===== src/rtl/nes_pad_reader_pkg.sv =====
// Shared constants for the NES pad reader: button bit positions, FSM state
// encoding and default timing for a 25.175 MHz system clock.
package nes_pkg;

   localparam int BTN_A      = 0;
   localparam int BTN_B      = 1;
   localparam int BTN_SELECT = 2;
   localparam int BTN_START  = 3;
   localparam int BTN_UP     = 4;
   localparam int BTN_DOWN   = 5;
   localparam int BTN_LEFT   = 6;
   localparam int BTN_RIGHT  = 7;

   // 60 Hz poll rate and 6 us protocol half-period at 25.175 MHz
   localparam int DEFAULT_POLL_DIV = 419583;
   localparam int DEFAULT_HALF_BIT = 152;

   typedef enum logic [2:0] {
      ST_IDLE     = 3'd0,
      ST_LATCH    = 3'd1,
      ST_PULSE_HI = 3'd2,
      ST_PULSE_LO = 3'd3,
      ST_DONE     = 3'd4
   } state_t;

   // Bits needed to hold the value n itself, never less than one
   function automatic int cnt_width(input int n);
      return (n < 2) ? 1 : $clog2(n + 1);
   endfunction

endpackage


===== src/rtl/nes_pad_reader_tick_counter.sv =====
// Wrap counter: counts 0..limit-1 while enabled and flags the last count
// with roll; clr forces it back to zero.
module tick_counter #(
   parameter int WIDTH = 8
) (
   input  logic             clk,
   input  logic             reset,
   input  logic             en,
   input  logic             clr,
   input  logic [WIDTH-1:0] limit,
   output logic             roll
);

   localparam logic [WIDTH-1:0] ONE = WIDTH'(1);

   logic [WIDTH-1:0] count_reg;
   logic [WIDTH-1:0] count_next;

   assign roll = en && (count_reg == (limit - ONE));

   always_comb begin
      count_next = count_reg;
      if (clr) begin
         count_next = '0;
      end else if (en) begin
         count_next = roll ? '0 : (count_reg + ONE);
      end
   end

   always_ff @(posedge clk) begin
      if (reset) begin
         count_reg <= '0;
      end else begin
         count_reg <= count_next;
      end
   end

endmodule


===== src/rtl/nes_pad_reader.sv =====
// NES controller reader: drives latch/pulse pins once per poll period and
// publishes the 8 buttons active-high. Define NES_PAD_READER_SYNC_EN to
// pass nes_data through a 2-flop synchronizer before sampling.
module nes_pad_reader
   import nes_pkg::*;
#(
   parameter int POLL_DIV = DEFAULT_POLL_DIV,
   parameter int HALF_BIT = DEFAULT_HALF_BIT
) (
   input  logic       clk,
   input  logic       reset,
   input  logic       nes_data,
   output logic       nes_latch,
   output logic       nes_pulse,
   output logic [7:0] buttons,
   output logic       buttons_valid,
   output logic [7:0] press_edge,
   output logic       busy
);

   localparam int PW_POLL  = cnt_width(POLL_DIV);
   localparam int PW_PHASE = cnt_width(2 * HALF_BIT);
   localparam logic [PW_POLL-1:0]  POLL_LEN  = PW_POLL'(POLL_DIV);
   localparam logic [PW_PHASE-1:0] LATCH_LEN = PW_PHASE'(2 * HALF_BIT);
   localparam logic [PW_PHASE-1:0] HALF_LEN  = PW_PHASE'(HALF_BIT);

   state_t              state_reg;
   state_t              state_next;
   logic [3:0]          bit_idx_reg;
   logic [3:0]          bit_idx_next;
   logic [7:0]          shift_reg;
   logic [7:0]          shift_next;
   logic [7:0]          sample_en;
   logic [7:0]          buttons_reg;
   logic [7:0]          buttons_next;
   logic [7:0]          press_edge_reg;
   logic [7:0]          press_edge_next;
   logic                valid_reg;
   logic                valid_next;
   logic                latch_reg;
   logic                pulse_reg;
   logic                busy_reg;
   logic                tick;
   logic                phase_last;
   logic                phase_en;
   logic                phase_clr;
   logic [PW_PHASE-1:0] phase_limit;
   logic                d;

`ifdef NES_PAD_READER_SYNC_EN
   logic [1:0] sync_reg;

   // Idle-high reset value matches a released / disconnected pad
   always_ff @(posedge clk) begin
      if (reset) begin
         sync_reg <= 2'b11;
      end else begin
         sync_reg <= {sync_reg[0], nes_data};
      end
   end

   assign d = sync_reg[1];
`else
   assign d = nes_data;
`endif

   // Free-running poll counter; never stalls, ticks on its last count
   tick_counter #(.WIDTH(PW_POLL)) u_poll (
      .clk   (clk),
      .reset (reset),
      .en    (1'b1),
      .clr   (1'b0),
      .limit (POLL_LEN),
      .roll  (tick)
   );

   assign phase_en    = (state_reg == ST_LATCH) || (state_reg == ST_PULSE_HI) ||
                        (state_reg == ST_PULSE_LO);
   assign phase_clr   = (state_reg == ST_IDLE);
   assign phase_limit = (state_reg == ST_LATCH) ? LATCH_LEN : HALF_LEN;

   // Phase timer wraps on each phase's last cycle, so every phase starts at 0
   tick_counter #(.WIDTH(PW_PHASE)) u_phase (
      .clk   (clk),
      .reset (reset),
      .en    (phase_en),
      .clr   (phase_clr),
      .limit (phase_limit),
      .roll  (phase_last)
   );

   // Bit 0 is captured at the end of LATCH, bit k at the end of pulse k's low half
   genvar gi;
   generate
      for (gi = 0; gi < 8; gi++) begin : g_shift
         if (gi == 0) begin : g_first
            assign sample_en[gi] = (state_reg == ST_LATCH) && phase_last;
         end else begin : g_rest
            assign sample_en[gi] = (state_reg == ST_PULSE_LO) && phase_last &&
                                   (bit_idx_reg == 4'(gi - 1));
         end
         assign shift_next[gi] = sample_en[gi] ? d : shift_reg[gi];
      end
   endgenerate

   always_comb begin
      state_next      = state_reg;
      bit_idx_next    = bit_idx_reg;
      buttons_next    = buttons_reg;
      press_edge_next = '0;
      valid_next      = 1'b0;

      case (state_reg)
         ST_IDLE: begin
            if (tick) begin
               state_next   = ST_LATCH;
               bit_idx_next = '0;
            end
         end
         ST_LATCH: begin
            if (phase_last) begin
               state_next = ST_PULSE_HI;
            end
         end
         ST_PULSE_HI: begin
            if (phase_last) begin
               state_next = ST_PULSE_LO;
            end
         end
         ST_PULSE_LO: begin
            if (phase_last) begin
               bit_idx_next = bit_idx_reg + 4'd1;
               state_next   = (bit_idx_next == 4'd8) ? ST_DONE : ST_PULSE_HI;
            end
         end
         ST_DONE: begin
            state_next = ST_IDLE;
         end
         default: begin
            state_next = ST_IDLE;
         end
      endcase

      // Registered on entry so the new word appears in the DONE cycle itself
      if ((state_next == ST_DONE) && (state_reg != ST_DONE)) begin
         buttons_next    = ~shift_next;
         press_edge_next = ~shift_next & ~buttons_reg;
         valid_next      = 1'b1;
      end
   end

   always_ff @(posedge clk) begin
      if (reset) begin
         state_reg      <= ST_IDLE;
         bit_idx_reg    <= '0;
         shift_reg      <= '0;
         buttons_reg    <= '0;
         press_edge_reg <= '0;
         valid_reg      <= 1'b0;
         latch_reg      <= 1'b0;
         pulse_reg      <= 1'b0;
         busy_reg       <= 1'b0;
      end else begin
         state_reg      <= state_next;
         bit_idx_reg    <= bit_idx_next;
         shift_reg      <= shift_next;
         buttons_reg    <= buttons_next;
         press_edge_reg <= press_edge_next;
         valid_reg      <= valid_next;
         latch_reg      <= (state_next == ST_LATCH);
         pulse_reg      <= (state_next == ST_PULSE_HI);
         busy_reg       <= (state_next != ST_IDLE);
      end
   end

   assign nes_latch     = latch_reg;
   assign nes_pulse     = pulse_reg;
   assign buttons       = buttons_reg;
   assign buttons_valid = valid_reg;
   assign press_edge    = press_edge_reg;
   assign busy          = busy_reg;

endmodule


===== config.mk =====
export PLATFORM = sky130hd
export DESIGN_NAME = nes_pad_reader
export DESIGN_NICKNAME = d
export VERILOG_FILES = /design/src/rtl/nes_pad_reader_pkg.sv /design/src/rtl/nes_pad_reader_tick_counter.sv /design/src/rtl/nes_pad_reader.sv
export SDC_FILE = /design/constraint.sdc
export NUM_CORES = 1
export LEC_CHECK = 0
export CAP_MARGIN = 30
export CORE_UTILIZATION = 35
export CTS_CLUSTER_DIAMETER = 40
export DETAILED_ROUTE_END_ITERATION = 8
export GPL_TIMING_DRIVEN = 0
export PLACE_DENSITY = 0.51
export SETUP_SLACK_MARGIN = 0.1
export SYNTH_ARGS = -nofsm -noshare
export SYNTH_HDL_FRONTEND = slang
export SYNTH_SLANG_ARGS = --single-unit

===== constraint.sdc =====
create_clock -name clk -period 2.5 [get_ports clk]
set_input_delay 0.375 -clock clk [delete_from_list [all_inputs] [get_ports clk]]
set_output_delay 0.375 -clock clk [all_outputs]
set_load 0.01 [all_outputs]

# Word-level counts from Yosys, hierarchy flattened
# Index checks and enable logic that the tools add are counted.
[word_totals]
reg_bits = 63
in_bits = 3
out_inout_bits = 20
word_cells = 78
[op_classes]
addsub = 4
eq_ne = 18
n_mux = 20
bitwise_logic = 4
reduce_logical = 21
[ops]
columns = ["op", "n"]
rows = [
  ["adder 19 x 1 -> 19 bit (second input constant)", 1],
  ["equality test 19 bit (second input constant)", 1],
  ["two-way mux 9 bit", 2],
  ["inverter 8 bit", 2],
  ["two-way mux 3 bit", 5],
  ["equality test 4 x 3 -> 1 bit (second input constant)", 3],
  ["one-hot mux 3 bit (4 select lines)", 1],
  ["logical AND 1 bit", 11],
  ["adder 9 x 1 -> 9 bit (second input constant)", 1],
  ["equality test 3 x 2 -> 1 bit (second input constant)", 3],
  ["equality test 9 bit", 1],
  ["two-way mux 1 bit", 9],
  ["subtractor 9 x 1 -> 9 bit (second input constant)", 1],
  ["bitwise AND 8 bit", 1],
  ["equality test 4 x 2 -> 1 bit (second input constant)", 2],
  ["two-way mux 4 bit", 2],
  ["one-hot mux 4 bit (2 select lines)", 1],
  ["equality test 3 x 1 -> 1 bit (second input constant)", 2],
  ["OR reduction 2 bit", 3],
  ["adder 4 x 1 -> 4 bit (second input constant)", 1],
  ["equality test 4 x 1 -> 1 bit (second input constant)", 1],
  ["equality test 4 bit (second input constant)", 1],
  ["logical NOT 4 bit", 1],
  ["equality test 3 bit (second input constant)", 1],
  ["9 further kinds", 10],
]

# Longest topological paths before layout
# Gate-level depths: netlist of the first run.
[logic_depth]
word_depth = 11
mapped_depth = 9
ltp_nobuf = 7

# Modules after synthesis
# Synthesis of the first run repeated with hierarchy kept, for this count alone.
[hier_totals]
hier_cells = 451
area_unflattened_um2 = 3776.1
[by_module_without_submodules]
columns = ["mod", "n_inst", "cells_each", "area_per_inst_um2", "seq_area_each_um2"]
rows = [
  ["nes_pad_reader", 1, 178, 1582.8, 700.7],
  ["tick_counter (u_poll)", 1, 187, 1472.7, 380.4],
  ["tick_counter (u_phase)", 1, 86, 720.7, 180.2],
]

# Worst setup path after synthesis of the first run
# No wires, ideal clock.
[synth_timing]
path_type = "register -> register"
start = "register u_phase.count_reg[0]"
end = "register pulse_reg (netlist: nes_pulse)"
setup_time_ns = 0.060
arrival_ns = 1.679
required_time_ns = 2.440
setup_slack_ns = 0.761
stages_incl_launch_ff = 8
path_buffers = 1
period_less_slack_ns = 1.739
cell_sequence = "dfxtp_1 ha_1 and3b_1 buf_4 nand4_4 and4_1 a2111oi_2 and3_1"
[synth_via]
elab_chain_len = 5
word_cells_on_any_way = 7
classes_between = "eq/ne (2); mux (4); reduce/logical (1)"
[synth_lines]
columns = ["item", "line_no", "text"]
rows = [
  ["start: declaration", "nes_pad_reader_tick_counter.sv:16", "logic [WIDTH-1:0] count_reg;"],
  ["start signal: assignment", "nes_pad_reader_tick_counter.sv:34", "count_reg <= count_next;"],
  ["equality test 9 bit (*)", "nes_pad_reader_tick_counter.sv:19", "assign roll = en && (count_reg == (limit - ONE));"],
  ["logical AND 1 bit (*)", "nes_pad_reader_tick_counter.sv:19", ""],
  ["two-way mux 3 bit, on equally long branches", "nes_pad_reader.sv:131, nes_pad_reader.sv:121, nes_pad_reader.sv:126", ""],
  ["one-hot mux 3 bit (4 select lines) (*)", "nes_pad_reader.sv:113", "case (state_reg)"],
  ["equality test 3 x 2 -> 1 bit (*)", "nes_pad_reader.sv:171", "pulse_reg <= (state_next == ST_PULSE_HI);"],
  ["end signal: assignment", "nes_pad_reader.sv:171", ""],
  ["end: declaration", "nes_pad_reader.sv:41", "logic pulse_reg;"],
]
# Every way passes the cells marked *; elsewhere a longest branch is shown, timed or not.
# A chain may end at the register's enable or synchronous reset.

# Worst setup path in the final report of the first run
[layout_timing]
start = "register u_poll.count_reg[4]"
end = "register u_poll.count_reg[17]"
[layout_via]
elab_chain_len = 2
word_cells_on_any_way = 3
classes_between = "add/sub (1); eq/ne (1); reduce/logical (1)"
[layout_lines]
columns = ["item", "line_no"]
rows = [
  ["start: declaration", "nes_pad_reader_tick_counter.sv:16"],
  ["start signal: assignment", "nes_pad_reader_tick_counter.sv:34"],
  ["branches (longest 2 deep; another with adder 19 x 1 -> 19 bit)", "-"],
]
# Several ways; the timed one is not identified.

==> results.toml, run 1 <==
[synthesis]
postSynthAreaPerCell_sq_um = 9.17
synth_edf_count = 0
synthTopCellsByArea = "dfxtp_1 45%, nor2_1 6.4%, nand2_1 5.6%"
syn-num-nets = 315
syn_area_sq_mm = 0.00280
synth_warnings = 0
synth_flop_cell = "dfxtp_1"
seq_area_frac_synth_pct = 45.1
async_flop_share_pct = 0
yosys.area.top_type = "dfxtp_1"
ys_ff_latch = 63
syn_inst = 305
synth_cell_types = 49
synth_top_area_share_pct = 45.1

[timing]
fmax_mhz = 464
period_share_pct = 86.2
relSlewSlack_pct = 44.2
setup_viol = 0
clock_skew_ns = 0.00764
period_minus_slack_ns = 2.15
tns_ns = 0
tightest_slew_ns = 0.833
finalHoldViolations = 0
rsz0062_at_grt = "false"
slew_violations = 0

[drt]
drt_pass1_iterations = 4
ant_nets = 0
routedWlPerCell_um = 12.7
vias = 2142
finalWirelength_um = 5640
drc = 0
drtIter0Drc = 57
via_per_inst = 4.82

[global_route]
grt_pass1_wl_um = 10200
grt_pass1_vias = 2135
grt_overflow_total = 0
grt_util_met1_pct = 21.1
grt_util_met3_pct = 4.61
busiest_layer = "met2"
grtUsageMet2_pct = 22.7
grt_start_max_net_pins = 13
grt_usage_pct = 15.8
antenna_found_initial = 0

[cts]
ctsResizeCount = 0
postCtsHoldBufs = 0
clock_latency_ns = 0.36
clk_path_buf_depth = 2
clk_pin_slew_ns = 0.08
cts-root-buf = "clkbuf_8"
cts_made_buffers = 9
post_cts_buffers = 0
htree_num_levels = 3
cts_sinks = 63
cts_tree = "done"

[floorplan]
initial_core_util_pct = 36.2
core.rowCount = 32
die_h_um = 91.4
fp.dieW_um = 91.4
io_pins = 23
fp.dieArea_sq_mm = 0.00835
core_sq_mm = 0.00773

[final_layout]
final_layout_size_suffix_gt1_share_pct = 11.1
largest_reg_flops = 19
most-common-layout-cells = "63 x dfxtp_1, 48 x nor2_1, 42 x nand2_1"
n_antenna_cell = 0
final_common_cell = "dfxtp_1"
nNetsFinal = 347
syn2layout_area_growth_pct = 21.2
post-route-util_pct = 43.9

[power]
power_density_mw_per_mm2 = 640
finalPower_w = 0.00217
power_leakage_nw = 1.33
peakVddDrop_mv = 0.283

[status]
status = "completed"

[place]
gp_congestion = 0.723
hpwlAfterDp_um = 3860
port_buffers = 21

[setup_path]
worstPathMaxFanout = 10
r2r_slack_ns = 0.35
crit_chain = "nand4_1 > nor4_1 > nand2_1 > nand2b_1 > buf_2 > buf_2 > nor2_1"
arrival_ns = 2.40
path_class = "flip-flop to flip-flop"
slowest_delay_ns = 0.58
crit_required_ns = 2.74
cpMostUsedCell = "buf_2"
crit_slowest_cell = "nor4_1"
start_kind = "flip-flop"
cp-end-kind = "flip-flop"

[worst_hold_path]
hp-class = "flip-flop to flip-flop"

[job]
maxCapViolCount = 0
-- Yosys cell counts (2+ instances only) --
master / number
buf_2: 3
clkbuf_1: 9
a2111oi_2: 2
nor4b_1: 2
and3_1: 5
xnor2_1: 6
and4_1: 4
a31oi_1: 2
inv_1: 6
nand3b_1: 7
dfxtp_1: 63
nor3_1: 4
nand2_1: 42
ha_1: 7
a21oi_1: 5
nor3b_1: 2
xor2_1: 18
nand4_1: 15
mux2i_1: 8
nand2b_1: 4
nand3_1: 6
and4bb_2: 5
and3b_1: 2
buf_4: 2
o21ai_0: 4
nor2_1: 48
nor4bb_1: 2
-- worst paths after layout --
| check | depth (start not counted) | endpoint | from |
|---|---|---|---|
| setup / recovery | 7 | u_poll.count_reg[17] | u_poll.count_reg[4] |
| hold / removal | 1 | press_edge[6] | buttons[6] |
| setup reg to reg | 7 | u_poll.count_reg[17] | u_poll.count_reg[4] |
| hold reg to reg | 1 | press_edge[6] | buttons[6] |
-- metal layers --
metal	routed length (um)	share of wire (%)
met5	0	0
met4	135	2.4
met3	215	3.8
met2	2290	41
met1	3000	53
-- worst max-delay path, delay by kind of cell (launching register included) --
family,cells,cell delay [ns]
flops,1,0.41
buf+inv,2,0.48
simple gates,5,1.17
-- where the power goes --
part           leakage, nW  total [W]  switching, W  internal, W
registers            0.508    0.00101    0.00000462      0.00101
clock network        0.127    0.00113      0.000431     0.000696
logic                0.690  0.0000302     0.0000200    0.0000103
-- stage by stage --
| stage | instance area [sq um] | instances | setup slack, ns | hold WS [ns] |
|---|---|---|---|---|
| after floorplan | 2800 | 305 | 0.761 | 0.437 |
| after global placement | 3140 | 428 | 0.410 | 0.424 |
| after detailed placement | 3140 | 428 | 0.378 | 0.429 |
| after CTS | 3390 | 444 | 0.367 | 0.440 |
| after global routing | 3390 | 444 | 0.152 | 0.469 |
| final | 3390 | 444 | 0.346 | 0.437 |
-- cells by family (layout without fill, tap and decap cells) --
kind of cell             Yosys count  after routing  synth area share (%)
adder cells (fa/ha/maj)            7              7                  3.13
AND/OR/NAND/NOR                  158            158                  31.1
AO/OA/AOI/OAI                     24             24                  6.80
flip-flops                        63             63                  45.1
buffers and inverters             20             57                  3.09
multiplexers                       9              9                  3.26
XOR/XNOR                          24             24                  7.51
-- area by class of cell --
class                      instances  area, sq um
inverter                           6         22.5
fill                             778         4340
sequential                        63         1260
clock inverter                     6          116
timing repair buffer              21          210
multi-input combinational        222         1450
buffer                            14         63.8
clock buffer                      10          138
tap                              102          128
Note: power is estimated with default switching activity, not from simulation.
==> run 2: changes to the inputs <==
--- a/config.mk
+++ b/config.mk
@@ -5,6 +5,7 @@
 export SDC_FILE = /design/constraint.sdc
 export NUM_CORES = 1
 export LEC_CHECK = 0
+export ABC_CLOCK_PERIOD_IN_PS = 2500
 export CAP_MARGIN = 30
 export CORE_UTILIZATION = 35
 export CTS_CLUSTER_DIAMETER = 40
==> results of run 2 <==
No change in the layout: final DEF, timing and power equal those of run 1.
==> run 3: changes to the inputs <==
--- a/config.mk
+++ b/config.mk
@@ -7,11 +7,11 @@
 export LEC_CHECK = 0
 export ABC_CLOCK_PERIOD_IN_PS = 2500
 export CAP_MARGIN = 30
-export CORE_UTILIZATION = 35
-export CTS_CLUSTER_DIAMETER = 40
+export CORE_UTILIZATION = 45
+export CTS_CLUSTER_DIAMETER = 50
 export DETAILED_ROUTE_END_ITERATION = 8
 export GPL_TIMING_DRIVEN = 0
-export PLACE_DENSITY = 0.51
+export PLACE_DENSITY = 0.62
 export SETUP_SLACK_MARGIN = 0.1
 export SYNTH_ARGS = -nofsm -noshare
 export SYNTH_HDL_FRONTEND = slang
==> results.toml, run 3 (same netlist as run 1, synthesis figures left out) <==
[timing]
clock_skew_ns = 0.00441
tns_ns = 0
finalHoldViolations = 0
setup_viol = 0
relSlewSlack_pct = 41.4
period_minus_slack_ns = 2.02
tightest_slew_ns = 0.875
period_share_pct = 80.7
rsz0062_at_grt = "false"
slew_violations = 0
fmax_mhz = 496

[final_layout]
final_common_cell = "dfxtp_1"
syn2layout_area_growth_pct = 17.7
n_antenna_cell = 0
most-common-layout-cells = "63 x dfxtp_1, 48 x nor2_1, 42 x nand2_1"
largest_reg_flops = 19
stdcell_count = 417
nNetsFinal = 347
final_layout_size_suffix_gt1_share_pct = 10.2

[cts]
cts_sinks = 63
clk_path_buf_depth = 2
clock_latency_ns = 0.34
cts-root-buf = "clkbuf_8"
post_cts_buffers = 0
ctsResizeCount = 0
cts_made_buffers = 9
postCtsHoldBufs = 0
htree_num_levels = 3
clk_pin_slew_ns = 0.07
cts_tree = "done"

[global_route]
grt_usage_pct = 18.1
grt_start_max_net_pins = 11
antenna_found_initial = 0
grt_pass1_wl_um = 8770
grt_overflow_total = 0
grt_pass1_vias = 1931

[place]
gp_congestion = 0.755
place_inst = 401
port_buffers = 21
hpwlAfterDp_um = 3780

[drt]
vias = 2175
ant_nets = 0
drtIter0Drc = 95
drc = 0
via_per_inst = 5.22
drt_pass1_iterations = 4
routedWlPerCell_um = 12.9
finalWirelength_um = 5360

[power]
power_leakage_nw = 1.29
power_density_mw_per_mm2 = 578
peakVddDrop_mv = 0.487

[status]
status = "completed"

[setup_path]
path_class = "flip-flop to flip-flop"
start_kind = "flip-flop"
worstPathMaxFanout = 10
cp-end-kind = "flip-flop"
crit_required_ns = 2.73
arrival_ns = 2.25

[floorplan]
core.rowCount = 28
fp.dieArea_sq_mm = 0.00654
die_h_um = 80.9
initial_core_util_pct = 47.0
fp.dieW_um = 80.9
core_sq_mm = 0.00596
io_pins = 23

[job]
maxCapViolCount = 0

[worst_hold_path]
hp-class = "flip-flop to flip-flop"
run 3: cell count changes in the layout (fill, tap and decap cells not counted), sizes merged:
| cell | delta |
|---|---|
| clkinvlp | +1 |
| bufinv | -2 |
| clkinv | -1 |
| inv | -1 |
| clkbuf | +3 |
run 3: stage by stage:
step                      area [sq um]  total power, W  util (%)  setup WS (ns)  hold slack [ns]
after global placement            3100         0.00106      52.1          0.448            0.423
after floorplan                   2800         0.00105         -          0.761            0.437
after global routing              3290         0.00197      55.3          0.190            0.446
after detailed placement          3100         0.00106      52.1          0.412            0.423
after CTS                         3290         0.00193      55.3          0.443            0.431
final                             3290         0.00190      55.3          0.483            0.430
run 3: area by class of cell:
type | count | area, sq um
Clock inverter | 3 | 42.5
Tap cell | 75 | 93.8
Fill cell | 563 | 2660
Clock buffer | 13 | 149
Timing Repair Buffer | 21 | 210
Multi-Input combinational cell | 222 | 1450
Buffer | 14 | 63.8
Inverter | 6 | 22.5
Sequential cell | 63 | 1260
run 3: metal layers:
metal	global-route usage, %	part of all wire, %	vias to the layer above
met3	7.08	3.5	6
met4	5.89	1.3	0
met5	0	0	-
met1	22.2	49	1025
li1	-	-	1117
met2	29.0	46	27
run 3: report_power, final:
part	internal (W)	leakage (nW)	switching [W]
clock network	0.000487	0.0936	0.000374
registers	0.00101	0.508	0.00000438
logic	0.0000102	0.690	0.0000196
run 3: worst max-delay path, stage by stage (launching register included):
cell      delay (ns)
dfxtp_1         0.41
nand4_1         0.19
nor4_1          0.50
nand2_1         0.18
nand2b_1        0.11
buf_2           0.21
buf_2           0.25
nor2_1          0.07
run 3: path summary, 6_finish.rpt:
path                       start                   end  slack (ns)  cells after the start
max          u_poll.count_reg[4]  u_poll.count_reg[17]        0.48                      7
min                   buttons[2]         press_edge[2]        0.43                      1
min reg2reg           buttons[2]         press_edge[2]        0.43                      1
max reg2reg  u_poll.count_reg[4]  u_poll.count_reg[17]        0.48                      7
